[config.mk]
export PLATFORM = sky130hd
export DESIGN_NAME = alu_multiciclo_flat
export DESIGN_NICKNAME = d
export VERILOG_FILES = /design/src/rtl/alu_multiciclo_if.sv /design/src/rtl/alu_multiciclo.sv /design/src/flat_wrapper.sv
export SDC_FILE = /design/constraint.sdc
export NUM_CORES = 1
export LEC_CHECK = 0
export CAP_MARGIN = 20
export CORE_AREA = 2 2 327 329
export CTS_CLUSTER_SIZE = 8
export DETAILED_ROUTE_END_ITERATION = 10
export DIE_AREA = 0 0 329 331
export SYNTH_ARGS = -nofsm -noshare
export SYNTH_HDL_FRONTEND = slang
export SYNTH_SLANG_ARGS = --single-unit
export TNS_END_PERCENT = 50
[constraint.sdc]
create_clock -name CLK -period 5.45 [get_ports CLK]
set_input_delay 0.545 -clock CLK [delete_from_list [all_inputs] [get_ports CLK]]
set_output_delay 0.545 -clock CLK [all_outputs]
set_load 0.02 [all_outputs]
[src/rtl/alu_multiciclo_if.sv]
// Request/response bundle for alu_multiciclo: operands and opcode in, registered result and status out.
interface alu_multiciclo_if #(
  parameter int WIDTH = 32
);
  logic             START;
  logic [4:0]       CONTROL;
  logic [WIDTH-1:0] X;
  logic [WIDTH-1:0] Y;
  logic [WIDTH-1:0] RESULTADO;
  logic             ZERO;
  logic             VALID;
  logic             BUSY;

  modport master (output START, CONTROL, X, Y, input RESULTADO, ZERO, VALID, BUSY);
  modport slave  (input START, CONTROL, X, Y, output RESULTADO, ZERO, VALID, BUSY);
endinterface

[src/rtl/alu_multiciclo.sv]
// RV32/64-style ALU: single-cycle integer ops plus iterative shift-add multiply and
// restoring divide, each taking WIDTH steps on sign-corrected magnitudes.
module alu_multiciclo #(
  parameter int WIDTH = 32
) (
  input  logic              CLK,
  input  logic              RESET,
  alu_multiciclo_if.slave   bus
);
  localparam int SHW = $clog2(WIDTH);

  typedef enum logic [1:0] {IDLE, CALC, FIN} state_t;

  state_t           state_q, state_d;
  logic [SHW-1:0]   cnt_q, cnt_d;
  logic [WIDTH-1:0] res_q, res_d;
  logic             zero_q, zero_d, valid_q, valid_d;
  logic [WIDTH-1:0] hi_q, hi_d, lo_q, lo_d, ma_q, ma_d, xo_q, xo_d;
  logic [2:0]       op_q, op_d;
  logic             neg_q, neg_d, dz_q, dz_d;
  logic             busy;
  logic             xs, ys;
  logic [WIDTH-1:0] mx, my;
  logic [WIDTH:0]   msum, rsh, rsub;

  function automatic logic [WIDTH-1:0] alu_single(input logic [4:0] ctrl,
                                                  input logic [WIDTH-1:0] a,
                                                  input logic [WIDTH-1:0] b);
    logic [SHW-1:0] sh;
    sh = b[SHW-1:0];
    case (ctrl)
      5'b00000: return a + b;
      5'b00111: return a - b;
      5'b00100: return {{(WIDTH-1){1'b0}}, ($signed(a) < $signed(b))};
      5'b01100: return {{(WIDTH-1){1'b0}}, (a < b)};
      5'b00010: return a & b;
      5'b00001: return a | b;
      5'b01001: return a ^ b;
      5'b00110: return {b[WIDTH-1:12], 12'd0};
      5'b00101: return {b[WIDTH-1:12], 12'd0} + a;
      5'b01000: return a << sh;
      5'b01010: return a >> sh;
      5'b01110: return $unsigned($signed(a) >>> sh);
      default:  return '0;
    endcase
  endfunction

  // MUL keeps the low half; every other multiply returns the high half
  function automatic logic [WIDTH-1:0] mul_final(input logic [2:0] op, input logic neg,
                                                 input logic [WIDTH-1:0] hi,
                                                 input logic [WIDTH-1:0] lo);
    logic [2*WIDTH-1:0] p;
    p = neg ? -{hi, lo} : {hi, lo};
    return (op[1:0] == 2'b00) ? p[WIDTH-1:0] : p[2*WIDTH-1:WIDTH];
  endfunction

  // op[1] selects remainder; divide-by-zero bypasses sign correction entirely
  function automatic logic [WIDTH-1:0] div_final(input logic [2:0] op, input logic neg,
                                                 input logic dz, input logic [WIDTH-1:0] rem,
                                                 input logic [WIDTH-1:0] quo,
                                                 input logic [WIDTH-1:0] xo);
    logic [WIDTH-1:0] v;
    if (dz) return op[1] ? xo : '1;
    v = op[1] ? rem : quo;
    return neg ? -v : v;
  endfunction

  always_ff @(posedge CLK or posedge RESET) begin
    if (RESET) begin
      state_q <= IDLE;
      cnt_q   <= '0;
      res_q   <= '0;
      zero_q  <= 1'b1;
      valid_q <= 1'b0;
    end else begin
      state_q <= state_d;
      cnt_q   <= cnt_d;
      res_q   <= res_d;
      zero_q  <= zero_d;
      valid_q <= valid_d;
    end
  end

  always_ff @(posedge CLK) begin
    hi_q  <= hi_d;
    lo_q  <= lo_d;
    ma_q  <= ma_d;
    xo_q  <= xo_d;
    op_q  <= op_d;
    neg_q <= neg_d;
    dz_q  <= dz_d;
  end

  always_comb begin
    state_d = state_q;
    case (state_q)
      IDLE:    if (bus.START && bus.CONTROL[4]) state_d = CALC;
      CALC:    if (cnt_q == SHW'(WIDTH-1)) state_d = FIN;
      FIN:     state_d = IDLE;
      default: state_d = IDLE;
    endcase
  end

  always_comb begin
    busy    = (state_q != IDLE);
    cnt_d   = cnt_q;
    res_d   = res_q;
    zero_d  = zero_q;
    valid_d = 1'b0;
    hi_d    = hi_q;
    lo_d    = lo_q;
    ma_d    = ma_q;
    xo_d    = xo_q;
    op_d    = op_q;
    neg_d   = neg_q;
    dz_d    = dz_q;
    // signedness per op: MULH/MULHSU/DIV/REM treat X as signed, MULH/DIV/REM treat Y as signed
    xs      = bus.X[WIDTH-1] & (bus.CONTROL[2:0] inside {3'b001, 3'b010, 3'b100, 3'b110});
    ys      = bus.Y[WIDTH-1] & (bus.CONTROL[2:0] inside {3'b001, 3'b100, 3'b110});
    mx      = xs ? -bus.X : bus.X;
    my      = ys ? -bus.Y : bus.Y;
    msum    = {1'b0, hi_q} + (lo_q[0] ? {1'b0, ma_q} : '0);
    rsh     = {hi_q, lo_q[WIDTH-1]};
    rsub    = rsh - {1'b0, ma_q};
    case (state_q)
      IDLE: if (bus.START) begin
        if (bus.CONTROL[4]) begin
          op_d  = bus.CONTROL[2:0];
          cnt_d = '0;
          hi_d  = '0;
          xo_d  = bus.X;
          dz_d  = (bus.Y == '0);
          if (bus.CONTROL[2]) begin
            lo_d  = mx;
            ma_d  = my;
            neg_d = bus.CONTROL[1] ? xs : (xs ^ ys);
          end else begin
            lo_d  = my;
            ma_d  = mx;
            neg_d = xs ^ ys;
          end
        end else begin
          res_d   = alu_single(bus.CONTROL, bus.X, bus.Y);
          valid_d = 1'b1;
        end
      end
      CALC: begin
        cnt_d = cnt_q + 1'b1;
        if (op_q[2]) begin
          hi_d = (rsh >= {1'b0, ma_q}) ? rsub[WIDTH-1:0] : rsh[WIDTH-1:0];
          lo_d = {lo_q[WIDTH-2:0], (rsh >= {1'b0, ma_q})};
        end else begin
          hi_d = msum[WIDTH:1];
          lo_d = {msum[0], lo_q[WIDTH-1:1]};
        end
      end
      FIN: begin
        cnt_d   = '0;
        res_d   = op_q[2] ? div_final(op_q, neg_q, dz_q, hi_q, lo_q, xo_q)
                          : mul_final(op_q, neg_q, hi_q, lo_q);
        valid_d = 1'b1;
      end
      default: cnt_d = '0;
    endcase
    if (valid_d) zero_d = (res_d == '0);
  end

  assign bus.RESULTADO = res_q;
  assign bus.ZERO      = zero_q;
  assign bus.VALID     = valid_q;
  assign bus.BUSY      = busy;
endmodule

[src/flat_wrapper.sv]
// flat-port wrapper written by rule: the top's interface ports become plain ports
module alu_multiciclo_flat 
#(
  parameter int WIDTH = 32
)
  (CLK, RESET, bus_START, bus_CONTROL, bus_X, bus_Y, bus_RESULTADO, bus_ZERO, bus_VALID, bus_BUSY);
  alu_multiciclo_if #(.WIDTH(WIDTH)) bus_i ();
  input  logic CLK;
  input  logic RESET;
  input wire logic [$bits(bus_i.START)-1:0] bus_START;
  input wire logic [$bits(bus_i.CONTROL)-1:0] bus_CONTROL;
  input wire logic [$bits(bus_i.X)-1:0] bus_X;
  input wire logic [$bits(bus_i.Y)-1:0] bus_Y;
  output wire logic [$bits(bus_i.RESULTADO)-1:0] bus_RESULTADO;
  output wire logic [$bits(bus_i.ZERO)-1:0] bus_ZERO;
  output wire logic [$bits(bus_i.VALID)-1:0] bus_VALID;
  output wire logic [$bits(bus_i.BUSY)-1:0] bus_BUSY;
  assign bus_i.START = bus_START;
  assign bus_i.CONTROL = bus_CONTROL;
  assign bus_i.X = bus_X;
  assign bus_i.Y = bus_Y;
  assign bus_RESULTADO = bus_i.RESULTADO;
  assign bus_ZERO = bus_i.ZERO;
  assign bus_VALID = bus_i.VALID;
  assign bus_BUSY = bus_i.BUSY;
  alu_multiciclo #(.WIDTH(WIDTH)) u_core (.CLK(CLK), .RESET(RESET), .bus(bus_i));
endmodule
==> key figures <==
Synthesis
  – Adder-Cell Fraction of Synth Area: 0.0847
  – Seq cells post-synth: 174
  – Largest family of logic cells by synthesized area: compound AO/OA/AOI/OAI gates
  – Syn_area_per_cell: 7.76 µm²
  – Post-synth EDFFs: 133
  – Ys flop type: edfxtp_1
  – Simple-gate share of the synthesized area: 0.195
  – Seq/Total Area, Yosys: 0.192
  – Mux contribution to synthesized area: 0.129
  – Syn. warnings: 0
  – Synthesized cell area: 26100 µm²
  – Synth Area in XOR/XNOR: 0.0617
  – Mapped Nets: 3613
  – Post-Synthesis Cells: 3367
  – Post-synthesis compound-gate area fraction: 0.275
  – Yosys cell types: 93
  – Post-synth ARST share: 0.236

Pwr
  – PD cells: 382 nW/µm²
  – Worst vdd ir: 0.272 mV
  – Total leakage power: 12.0 nW

Placed design
  – Port-buffer cells: 106
  – Placed Cells: 4903
  – GPL Wtd Cong: 1.08
  – DP Wirelength: 121000 µm
  – Setup WS pre-CTS: -0.272 ns

Clock tree
  – Total CTS buffers: 17
  – Htree depth: 4
  – Clock Tree Buf Depth: 2
  – # Post-CTS Setup Buffers: 0
  – CTS tree: built
  – Reg clk slew, reported paths: 0.08 ns
  – CTS Root Cell: clkbuf_16
  – Later-pin clock latency in the skew report: 0.51 ns
  – Clock sink count: 174

Setup path
  – Crit path largest cell delay: 0.64 ns
  – Critical R2R Launch: u_core.lo_q[0]$_DFFE_PP_
  – CP Cell Sequence: inv_1, ha_1, or3b_2, nor3_1, nand4_1, o211ai_1, o311ai_0, a211oi_1, o31ai_1, buf_4, nor4_1, nor4bb_2, nand4_1, o32ai_2
  – Reg-to-reg endpoint: u_core.bus.ZERO$_DFFE_PP1P_
  – CP max-delay cell: a211oi_1
  – Reg2reg path depth: 14
  – Reg-to-reg slack, setup: -0.01 ns
  – CP required: 5.86 ns
  – Crit start category: register
  – Most used cell, CP: nand4_1
  – Critical Path AT: 5.87 ns
  – Crit-path max FO: 7
  – Critical path class: reg -> reg
  – CP Capture Type: register

Final layout
  – Nets@finish: 3779
  – Storage cell area: 5020 µm²
  – Most frequent cells in the layout: 311 x nor2_1, 292 x buf_4, 282 x nand2_1
  – FILL cells: 11400
  – Area of the multi-input gates: 19600 µm²
  – Final non-filler cell total: 4939
  – Commonest non-fill, non-tap cell in the layout: nor2_1
  – Share of layout cells above drive strength 1: 0.140
  – Area Growth Syn to Fin: 18.5%

Drt
  – DR iter-0 viols: 4977
  – Vias: 30500
  – DRC Markers: 0
  – DRT Pass-1 Iters: 8
  – Wire per inst: 30.7 µm
  – Routed Antenna Nets: 0
  – DR vias/cell: 6.17
  – WL final: 152000 µm

STA
  – Finish-stage setup viols: 1
  – Slew Limit Fails: 0
  – TNS Setup: -0.0137 ns
  – Final setup margin: -0.0137 ns
  – Post-route clock period utilization: 1.00
  – Min Tclk post-route: 5.46 ns
  – Clock Skews: 0.0258 ns
  – F_max: 0.183 GHz
  – Final Hold Fails: 0
  – Worst hold slack: 0.509 ns
  – Headroom to the max-slew limit: 0.276
  – RSZ-0062 raised after global routing: no
  – Worst-margin pin slew: 1.08 ns

GRT
  – Initial antenna violation count: 11
  – GRT overflow: 0
  – Vias in the first global route: 28100
  – Overall Global Routing Usage: 0.271
  – Largest net degree at the start of global routing: 117
  – First-pass GRT wire length: 213000 µm

Floorplan
  – Die area: 109000 µm²
  – CORE AREA: 105000 µm²
  – Starting density of the core: 0.249
  – FP Rows: 119
  – Die width: 329 µm
  – I/O Pins: 107
  – Die span in y: 331 µm

Worst hold path
  – Hold crit path type: in -> async

Flow run
  – Maxcap violations: 0

Status
  – Failing checks: negative setup slack
  – Status: complete, but fails checks
## kinds of logic after synthesis
logic type | count (synthesis)
AO/OA/AOI/OAI | 1071
XOR/XNOR | 184
adder cells (fa/ha/maj) | 174
buffers and inverters | 428
flip-flops | 174
multiplexers | 273
AND/OR/NAND/NOR | 1063
## worst max-delay path, delay by kind of cell (launching register included)
kind                       cells  cell delay, ns
and+or+nand+nor                6            2.77
AOI/OAI and AO/OA              5            1.57
DFF                            1            0.52
buffers and inverters          2            0.29
adders and majority gates      1            0.21
## registers in the layout, summed over array words and instances (netlist names)
signal                flops
u_core.dz_q               1
u_core.lo_q              32
u_core.bus.RESULTADO     32
u_core.ma_q              32
u_core.op_q               3
u_core.cnt_q              5
u_core.bus.VALID          1
u_core.neg_q              1
u_core.hi_q              32
u_core.state_q            2
u_core.bus.ZERO           1
u_core.xo_q              32
## area by class of cell
| class | count | share of cell area |
|---|---|---|
| Timing Repair Buffer | 407 | 0.110 |
| Multi-Input combinational cell | 2765 | 0.632 |
| Inverter | 168 | 0.0204 |
| Clock buffer | 19 | 0.0147 |
| Antenna cell | 2 | 0.000162 |
| Tap cell | 1391 | 0.0562 |
| Sequential cell | 174 | 0.162 |
| Clock inverter | 13 | 0.00465 |
## how the worst max path moves through the flow
stage                              from                           to  slack [ns]  cells after the start
6_report       u_core.lo_q[0]$_DFFE_PP_  u_core.bus.ZERO$_DFFE_PP1P_       -0.01                     14
4_1_cts        u_core.lo_q[0]$_DFFE_PP_  u_core.bus.ZERO$_DFFE_PP1P_        0.09                     14
5_1_grt        u_core.lo_q[0]$_DFFE_PP_  u_core.bus.ZERO$_DFFE_PP1P_        0.08                     14
3_5_place_dp                   bus_Y[5]  u_core.bus.ZERO$_DFFE_PP1P_       -0.27                     14
2_1_floorplan                  bus_Y[2]  u_core.bus.ZERO$_DFFE_PP1P_        0.38                     18
3_3_place_gp                  bus_X[16]  u_core.bus.ZERO$_DFFE_PP1P_       -0.16                     12
## what timing repair did
| item | 4_1_cts | 5_1_grt |
|---|---|---|
| gates resized for setup | 0 | 1 |
| setup endpoints to repair | 0 | 1 |
| hold buffers | 0 | 0 |
| hold endpoints to repair | 0 | 0 |
## through the flow
step,instance area [µm²],total power (W),util
2_1_floorplan,26100,0.00725,-
3_3_place_gp,30300,0.0102,0.289
3_5_place_dp,30300,0.0102,0.289
4_1_cts,30900,0.0116,0.295
5_1_grt,31000,0.0124,0.295
6_report,31000,0.0118,0.295
## layer usage
metal	up-vias	routed length, µm	global-route usage
met1	14900	61600	0.366
met3	379	18100	0.0647
met5	-	63	0
li1	13000	-	-
met2	2209	63700	0.403
met4	10	8350	0.130
## power breakdown
part | total, W | switching (W) | internal (W)
sequential | 0.00283 | 0.000771 | 0.00206
combinational | 0.00766 | 0.00469 | 0.00297
clock | 0.00134 | 0.000664 | 0.000675
## synth_stat cells (16+ instances only)
master     instances  area share
nor2_1           313       0.045
nand2_1          283       0.041
a21oi_1          256       0.049
o21ai_0          214       0.041
clkbuf_1         209       0.030
mux2i_1          185       0.071
ha_1             169       0.081
inv_1            161       0.023
xnor2_1          143       0.048
edfxtp_1         133        0.15
nor3_1            90       0.017
nand3_1           78       0.015
o211ai_1          52       0.015
a31oi_1           50       0.012
o31ai_1           50       0.014
a211oi_1          48       0.014
mux4_2            47       0.041
nor4_1            47       0.011
a21o_1            46       0.013
or3_1             43       0.010
mux2_2            41       0.018
xor2_1            41       0.014
dfrtp_1           40       0.038
nand4_1           34      0.0081
buf_1             33      0.0047
o22ai_1           29      0.0069
o221ai_1          28      0.0094
nor2b_1           26      0.0062
o21a_1            24      0.0069
a221oi_1          23      0.0077
nand2b_1          23      0.0055
o21bai_1          23      0.0066
or4_1             23      0.0066
or2_2             22      0.0053
and2_1            18      0.0043
a2111oi_0         16      0.0054
a22oi_1           16      0.0046
o2111ai_1         16      0.0054
o41ai_1           16      0.0054
Power figures use the tool's default switching activity.
